<file path="src/rtl/cv32e41s_rvfi_pkg.sv">
// Shared types for RVFI instruction-side OBI tracking.
package cv32e41s_rvfi_pkg;

   typedef struct packed {
      logic [31:0] addr;
      logic [2:0]  prot;
      logic        dbg;
      logic [1:0]  memtype;
   } obi_inst_req_t;

   typedef struct packed {
      logic [31:0] rdata;
      logic        err;
   } inst_resp_t;

   typedef struct packed {
      obi_inst_req_t req_payload;
      inst_resp_t    resp_payload;
      logic          pmp_err;
   } rvfi_obi_instr_t;

   typedef struct packed {
      obi_inst_req_t req_payload;
      logic          blocked;
   } rvfi_obi_fifo_entry_t;

   // Blocked fetches never saw the bus, so their response half is zero.
   function automatic rvfi_obi_instr_t build_record(input rvfi_obi_fifo_entry_t entry,
                                                    input inst_resp_t           resp);
      rvfi_obi_instr_t rec;
      rec.req_payload  = entry.req_payload;
      rec.resp_payload = entry.blocked ? '0 : resp;
      rec.pmp_err      = entry.blocked;
      return rec;
   endfunction

endpackage

</file>
<file path="src/rtl/cv32e41s_rvfi_obi_fifo.sv">
// In-order FIFO of outstanding fetch entries; pointers wrap modulo DEPTH.
module cv32e41s_rvfi_obi_fifo
   import cv32e41s_rvfi_pkg::*;
#(
   parameter int  DEPTH   = 2,
   parameter type ENTRY_T = rvfi_obi_fifo_entry_t
) (
   input  logic                         clk,
   input  logic                         rst,
   input  logic                         i_push,
   input  ENTRY_T                       i_data,
   input  logic                         i_pop,
   output logic                         o_full,
   output logic                         o_empty,
   output ENTRY_T                       o_head,
   output logic [$clog2(DEPTH+1)-1:0]   o_count
);

   localparam int PTR_W = (DEPTH > 1) ? $clog2(DEPTH) : 1;
   localparam int CNT_W = $clog2(DEPTH + 1);

   ENTRY_T             r_mem [DEPTH];
   logic [PTR_W-1:0]   r_wptr;
   logic [PTR_W-1:0]   r_rptr;
   logic [CNT_W-1:0]   r_count;

   // Wrap explicitly so non-power-of-two depths work.
   function automatic logic [PTR_W-1:0] ptr_inc(input logic [PTR_W-1:0] p);
      return (p == PTR_W'(DEPTH - 1)) ? '0 : p + 1'b1;
   endfunction

   // Pointer and occupancy bookkeeping; callers guarantee no push when full and no pop when empty.
   always_ff @(posedge clk) begin
      if (rst) begin
         r_wptr  <= '0;
         r_rptr  <= '0;
         r_count <= '0;
      end else begin
         if (i_push) r_wptr <= ptr_inc(r_wptr);
         if (i_pop)  r_rptr <= ptr_inc(r_rptr);
         case ({i_push, i_pop})
            2'b10:   r_count <= r_count + CNT_W'(1);
            2'b01:   r_count <= r_count - CNT_W'(1);
            default: r_count <= r_count;
         endcase
      end
   end

   // Storage needs no reset: an empty count makes stale entries unreachable.
   always_ff @(posedge clk) begin
      if (i_push) r_mem[r_wptr] <= i_data;
   end

   assign o_full  = (r_count == CNT_W'(DEPTH));
   assign o_empty = (r_count == '0);
   assign o_head  = r_mem[r_rptr];
   assign o_count = r_count;

endmodule

</file>
<file path="src/rtl/cv32e41s_rvfi_obi_instr_tracker.sv">
// Pairs instruction OBI address and response phases (plus PMP-blocked fetches)
// into an in-order stream of RVFI fetch records.
module cv32e41s_rvfi_obi_instr_tracker
   import cv32e41s_rvfi_pkg::*;
#(
   parameter int DEPTH = 2
) (
   input  logic                         clk,
   input  logic                         rst,
   input  logic                         obi_req_i,
   input  logic                         obi_gnt_i,
   input  obi_inst_req_t                obi_req_payload_i,
   input  logic                         obi_rvalid_i,
   input  inst_resp_t                   obi_resp_payload_i,
   input  logic                         pmp_block_i,
   output logic                         rvfi_obi_valid_o,
   output rvfi_obi_instr_t              rvfi_obi_o,
   output logic [$clog2(DEPTH+1)-1:0]   outstanding_o,
   output logic                         overflow_err_o,
   output logic                         protocol_err_o
);

   logic                  w_bus_hs;
   logic                  w_push_req;
   logic                  w_push;
   logic                  w_pop;
   logic                  w_full;
   logic                  w_empty;
   logic                  w_overflow;
   logic                  w_protocol;
   rvfi_obi_fifo_entry_t  w_push_entry;
   rvfi_obi_fifo_entry_t  w_head;

   logic                  r_valid;
   rvfi_obi_instr_t       r_rec;
   logic                  r_overflow;
   logic                  r_protocol;

   // Push/pop decode; a bus handshake wins over a concurrent PMP block, and a pop never frees room for a same-cycle push.
   always_comb begin
      w_bus_hs                 = obi_req_i && obi_gnt_i;
      w_push_req               = w_bus_hs || pmp_block_i;
      w_push_entry.req_payload = obi_req_payload_i;
      w_push_entry.blocked     = pmp_block_i && !w_bus_hs;
      w_push                   = w_push_req && !w_full;
      w_overflow               = w_push_req && w_full;
      w_pop                    = 1'b0;
      w_protocol               = pmp_block_i && w_bus_hs;
      if (w_empty) begin
         w_protocol = w_protocol || obi_rvalid_i;
      end else if (w_head.blocked) begin
         w_pop      = 1'b1;
         w_protocol = w_protocol || obi_rvalid_i;
      end else begin
         w_pop      = obi_rvalid_i;
      end
   end

   cv32e41s_rvfi_obi_fifo #(
      .DEPTH   (DEPTH),
      .ENTRY_T (rvfi_obi_fifo_entry_t)
   ) u_fifo (
      .clk     (clk),
      .rst     (rst),
      .i_push  (w_push),
      .i_data  (w_push_entry),
      .i_pop   (w_pop),
      .o_full  (w_full),
      .o_empty (w_empty),
      .o_head  (w_head),
      .o_count (outstanding_o)
   );

   // Registered record output: one-cycle valid pulse per pop.
   always_ff @(posedge clk) begin
      if (rst) begin
         r_valid <= 1'b0;
         r_rec   <= '0;
      end else begin
         r_valid <= w_pop;
         if (w_pop) r_rec <= build_record(w_head, obi_resp_payload_i);
      end
   end

   // Sticky error flags, cleared only by reset.
   always_ff @(posedge clk) begin
      if (rst) begin
         r_overflow <= 1'b0;
         r_protocol <= 1'b0;
      end else begin
         if (w_overflow) r_overflow <= 1'b1;
         if (w_protocol) r_protocol <= 1'b1;
      end
   end

   assign rvfi_obi_valid_o = r_valid;
   assign rvfi_obi_o       = r_rec;
   assign overflow_err_o   = r_overflow;
   assign protocol_err_o   = r_protocol;

endmodule

</file>
<file path="config.mk">
export PLATFORM = sky130hd
export DESIGN_NAME = cv32e41s_rvfi_obi_instr_tracker
export DESIGN_NICKNAME = d
export VERILOG_FILES = /design/src/rtl/cv32e41s_rvfi_pkg.sv /design/src/rtl/cv32e41s_rvfi_obi_fifo.sv /design/src/rtl/cv32e41s_rvfi_obi_instr_tracker.sv
export SDC_FILE = /design/constraint.sdc
export NUM_CORES = 1
export LEC_CHECK = 0
export ABC_AREA = 1
export CAP_MARGIN = 20
export CORE_ASPECT_RATIO = 2
export CORE_MARGIN = 2
export CORE_UTILIZATION = 54
export CTS_BUF_LIST = sky130_fd_sc_hd__clkbuf_4 sky130_fd_sc_hd__clkbuf_8
export CTS_CLUSTER_DIAMETER = 120
export CTS_CLUSTER_SIZE = 40
export DETAILED_ROUTE_END_ITERATION = 8
export PLACE_DENSITY_LB_ADDON = 0.2
export SYNTH_ARGS = -nofsm -noshare
export SYNTH_HDL_FRONTEND = slang
export SYNTH_HIERARCHICAL = 1
export SYNTH_SLANG_ARGS = --single-unit
</file>
<file path="constraint.sdc">
create_clock -name clk -period 6.38 [get_ports clk]
set_clock_uncertainty 0.2 [all_clocks]
set_input_delay 0.957 -clock clk [delete_from_list [all_inputs] [get_ports clk]]
set_output_delay 0.957 -clock clk [all_outputs]
set_load 0.005 [all_outputs]
</file>
Yosys cells after proc, flatten, opt, wreduce, memory -nomap -nowiden
Memory sizes are Yosys's and may differ from the RTL's. A register that Yosys moved wholly into a read port is not among the register bits.
Index checks and enable logic that the tools add are counted.
{"block": "classes", "n_lt_le_gt_ge": 0, "n_bitwise": 0, "n_eq_ne": 3, "shifts": 0, "n_reduce_logical": 11, "n_mux": 12, "n_addsub": 4, "mul": 0, "div_mod_pow": 0}
{"operator": "two-way mux 33 bit", "n": 1}
{"operator": "two-way mux 1 bit", "n": 10}
{"operator": "logical AND 1 bit", "n": 5}
{"operator": "equality test 2 bit, second input constant", "n": 2}
{"operator": "one-hot mux 2 bit (2 select lines)", "n": 1}
{"operator": "adder 1 bit, second input constant", "n": 2}
{"operator": "adder 2 x 1 -> 2 bit, second input constant", "n": 1}
{"operator": "equality test 2 x 1 -> 1 bit, second input constant", "n": 1}
{"operator": "zero test 1 bit", "n": 2}
{"operator": "zero test 2 bit", "n": 1}
{"operator": "logical OR 1 bit", "n": 2}
{"operator": "nonzero test 2 bit", "n": 1}
{"operator": "subtractor 2 x 1 -> 2 bit, second input constant", "n": 1}
{"block": "word_totals", "latchBits": 0, "rom_bits": 0, "mem_count": 1, "elab_cells": 44, "register_bits": 79, "in_bits": 77, "mem_bits_rw": 78}
{"memory": "u_fifo.r_mem", "words": 2, "width": 39, "rd": 1, "rd_clocked_by_memory_dff": 1, "wr": 1, "line": "cv32e41s_rvfi_obi_fifo.sv:22", "source": "ENTRY_T r_mem [DEPTH];"}

Longest topological paths before layout
{"block": "logic_depth", "word_depth": 5, "mapped_depth": 12}

Hierarchy
The synthesis kept the hierarchy.
{"module": "cv32e41s_rvfi_obi_fifo", "area_each_um2": 3085.5, "n_inst": 1, "cells_per_inst": 154, "seq_area_each_um2": 2442.3}
{"module": "cv32e41s_rvfi_obi_instr_tracker", "area_each_um2": 2972.9, "n_inst": 1, "cells_per_inst": 415, "seq_area_each_um2": 1501.4}

Worst setup path after synthesis
Ideal clock, no wire load.
{"block": "synth_path", "path_kind": "in2reg", "startpoint": "input pmp_block_i", "endpoint": "memory u_fifo/r_mem[0][0] (netlist bit), enable pin", "setup_slack_ns": 2.816, "setup_time_ns": 0.435, "required_ns": 5.745, "arrival_time_ns": 2.929, "stages": 4, "cell_sequence": "inv_1 a21oi_1 inv_1 nor2_1"}
{"block": "synth_via", "elab_chain_cells": 4}
{"item": "from (decl)", "line": "cv32e41s_rvfi_obi_instr_tracker.sv:15", "source": "input logic pmp_block_i,"}
{"item": "logical OR 1 bit", "line": "cv32e41s_rvfi_obi_instr_tracker.sv:42", "source": "w_push_req = w_bus_hs || pmp_block_i;"}
{"item": "logical AND 1 bit", "line": "cv32e41s_rvfi_obi_instr_tracker.sv:45", "source": "w_push = w_push_req && !w_full;"}
{"item": "net w_push", "line": "cv32e41s_rvfi_obi_instr_tracker.sv:25", "source": "logic w_push;"}
{"item": "two-way mux 1 bit", "line": "cv32e41s_rvfi_obi_fifo.sv:51", "source": "if (i_push) r_mem[r_wptr] <= i_data;"}
{"item": "two-way mux 1 bit (implied by the code)", "line": "cv32e41s_rvfi_obi_fifo.sv:51"}
{"item": "to (decl)", "line": "cv32e41s_rvfi_obi_fifo.sv:22"}
The timed path passes the listed nets, and every way through them passes these cells.

Worst setup path after layout
{"block": "layout_path", "startpoint": "input obi_rvalid_i", "endpoint": "register u_fifo.r_count[1], in the netlist u_fifo/o_count[1]"}
{"block": "layout_via", "elab_chain_cells": 4, "elab_cells_between_ends": 6}
{"item": "from (decl)", "line": "cv32e41s_rvfi_obi_instr_tracker.sv:13", "source": "input logic obi_rvalid_i,"}
{"item": "two-way mux 1 bit (*)", "line": "cv32e41s_rvfi_obi_instr_tracker.sv:51", "source": "end else if (w_head.blocked) begin"}
{"item": "two-way mux 1 bit (*)", "line": "cv32e41s_rvfi_obi_instr_tracker.sv:49", "source": "if (w_empty) begin"}
{"item": "equality test 2 x 1 -> 1 bit or equality test 2 bit (tied branches)", "line": "cv32e41s_rvfi_obi_fifo.sv:41", "source": "case ({i_push, i_pop})"}
{"item": "one-hot mux 2 bit (2 select lines) or nonzero test 2 bit (tied branches)"}
{"item": "to (signal assigned)", "line": "cv32e41s_rvfi_obi_fifo.sv:42", "source": "2'b10: r_count <= r_count + CNT_W'(1);"}
{"item": "to (signal assigned)", "line": "cv32e41s_rvfi_obi_fifo.sv:43", "source": "2'b01: r_count <= r_count - CNT_W'(1);"}
{"item": "to (signal assigned)", "line": "cv32e41s_rvfi_obi_fifo.sv:44", "source": "default: r_count <= r_count;"}
{"item": "to (decl)", "line": "cv32e41s_rvfi_obi_fifo.sv:25", "source": "logic [CNT_W-1:0] r_count;"}
Every way passes the cells marked *; elsewhere a longest branch is shown, timed or not.
A chain may end at the register's enable or synchronous reset.

==> reports/results.tsv <==
metric	value	unit
Total Wirelength	12890	um
nets	793	
PD cells	404.7	nW/um2
die height	153.8	um
worst path required time	6.55	ns
Worst VDD drop	233.4	uV
placer congestion estimate	0.7344	
CTS Buf Count	17	
Routed wire per std cell	14.85	um
final core utilization	72.97	%
Mapped Area	6058	um2
Synth cell types	21	
worst path cell trace	clkdlybuf4s50_1 > buf_4 > nand2_2 > nand2_2 > buf_4 > ha_1 > inv_1 > nand2_1 > nor2_1 > nor2_1 > nor2_1	
CTS tree	yes	
Tot Pwr	3232	uW
worst-case clock buffer depth	2	
vias after detailed routing	4336	
Avg Cell Area, Syn	10.65	um2
clk_lat worst skew	0.43	ns
Critical Path Sink Type	flop	
# IOs	154	
setup violators final	0	
Crit path buffers/inverters	4	
Max Fclk	271.1	MHz
Yosys warnings	6	
area added between synthesis and finish	31.83	%
I/O Buffers	153	
gr usage total	21.58	%
Final Slew Violations	0	
post-CTS setup buffers	0	
Vias/cell	4.995	
flops & latches, synth	158	
sequential-to-total area share from yosys stat	65.10	%
min Tclk post-route	3.688	ns
Core Region	10950	um2
hold buffers post-CTS	0	
Die X	78.90	um
post-cts resize count	0	
Leak	0.003113	uW
Min-Delay Path Class	reg2reg	
vias in the first global route	4453	
Largest stage delay, worst path	0.61	ns
Reg clk slew, reported paths	0.08	ns
max_cap viols	0	
post-synthesis cell count	569	
fraction of layout instances using a drive strength above 1	11.54	%
final hold viol count	0	
most frequent cells in the layout	clkdlybuf4s50_1, nor2_1, nand2_1	
hpwl dp	8789	um
Row Count	54	
number of antenna diodes	0	
status	complete, no violations	
Critical Path Fanout Max	78	
RSZ-0062 raised after global routing	no	
Final period util	57.81	%
ANT nets after route	0	
Starting Density	55.35	%
die area	12130	um2
max_slew headroom	36.68	%
initial drt markers	167	
worst setup path class	in2reg	
initial antenna violation count	0	
drt drc	0	
first-pass GRT wire length	20450	um
gr ovfl total	0	
TritonRoute pass-1 iters	5	
most used cell, CP	nor2_1	
worst-margin pin slew	0.9484	ns
Setup TNS	0	ns
H-tree depth	4	
Crit path arrival time	3.85	ns
syn_nets	647	
CTS sink cnt	158	
CTS root buf	clkbuf_8	
CP Launch Type	input port	
largest net degree at the start of global routing	79	
commonest non-fill, non-tap cell in the layout	clkdlybuf4s50_1	
CP delay by family, top	buffers and inverters	
CP max stage cell	buf_4	
-- state kept, by name, summed over array words and instances, names as in the netlist, named ones only --
register and cells:
u_fifo/r_mem 78, rvfi_obi_o 72, u_fifo/o_count 2, overflow_err_o 1
protocol_err_o 1, rvfi_obi_valid_o 1, u_fifo/r_rptr 1, u_fifo/r_wptr 1
-- final timing paths --
check	to	from	depth (start not counted)	slack (ns)
setup / recovery	u_fifo/o_count[1]	obi_rvalid_i	11	2.69
hold / removal	rvfi_obi_o[0]	rvfi_obi_o[0]	2	0.27
setup reg to reg	u_fifo/o_count[1]	u_fifo/o_count[0]	11	3.48
hold reg to reg	rvfi_obi_o[0]	rvfi_obi_o[0]	2	0.27
-- report_power, final --
part           internal [uW]  switching [uW]  total (uW)  leakage, uW
combinational            565             544        1110      0.00154
sequential              1340             119        1460      0.00139
clock                    322             342         664     0.000183
-- final cells by class --
type,instances,area (um2)
sequential,158,3945
fill,830,2959
multi-input combinational,328,1733
timing repair buffer,160,1588
clock buffer,20,262.8
inverter,50,187.7
tap,140,175.2
clock inverter,12,95.09
-- synth_stat cells --
master / number / area [um2]
nor2_1: 88 / 330.3
nand2_1: 85 / 319.1
dfxtp_1: 80 / 1602
edfxtp_1: 78 / 2342
nand3_1: 68 / 340.3
inv_1: 50 / 187.7
a21oi_1: 39 / 195.2
mux2_2: 29 / 326.6
buf_2: 16 / 80.08
mux2_4: 10 / 150.1
clkbuf_1: 7 / 26.28
buf_6: 5 / 56.30
buf_4: 3 / 22.52
nand2_2: 3 / 18.77
o21ai_0: 2 / 10.01
buf_1: 1 / 3.750
buf_8: 1 / 15.01
ha_1: 1 / 12.51
nand4_1: 1 / 6.260
nor3_1: 1 / 5.000
xnor2_1: 1 / 8.760
-- worst register-to-register path, cell delays in order, from the launching register on --
cell and delay [ns]:
dfxtp_1 0.42, nor2_1 0.10, inv_1 0.10, nand2_2 0.39
nand2_2 0.21, buf_4 0.61, ha_1 0.40, inv_1 0.09
nand2_1 0.06, nor2_1 0.12, nor2_1 0.06, nor2_1 0.09
-- metal layers --
metal / vias to the layer above / global-route usage [%] / part of all wire (%)
li1: 2160 / - / -
met2: 143 / 41.51 / 57
met4: 0 / 7.964 / 1.9
met1: 2011 / 20.70 / 35
met3: 22 / 6.808 / 6.6
met5: - / 0 / 0
-- metrics by stage --
stage                     instance area [um2]  setup WS, ns  hold WS [ns]  cells
after detailed placement                 7617         2.268        0.2609    835
after global routing                     7986         2.450        0.3049    868
after floorplan                          6058         2.816        0.2566    569
after CTS                                7975         2.717        0.2754    867
final                                    7986         2.692        0.2735    868
after global placement                   7617         2.375        0.2501    835
-- cell families (layout without fill, tap and decap cells) --
family          Yosys count  count (layout)  share of synthesized area [%]
compound gates           41              41                          3.387
buf+inv                  83             242                          6.464
xor+xnor                  1               1                         0.1446
mux                      39              39                          7.869
fa+ha+maj                 1               1                         0.2065
flops                   158             158                          65.10
simple gates            246             246                          16.83
No activity file was read; power rests on OpenSTA's default activity.
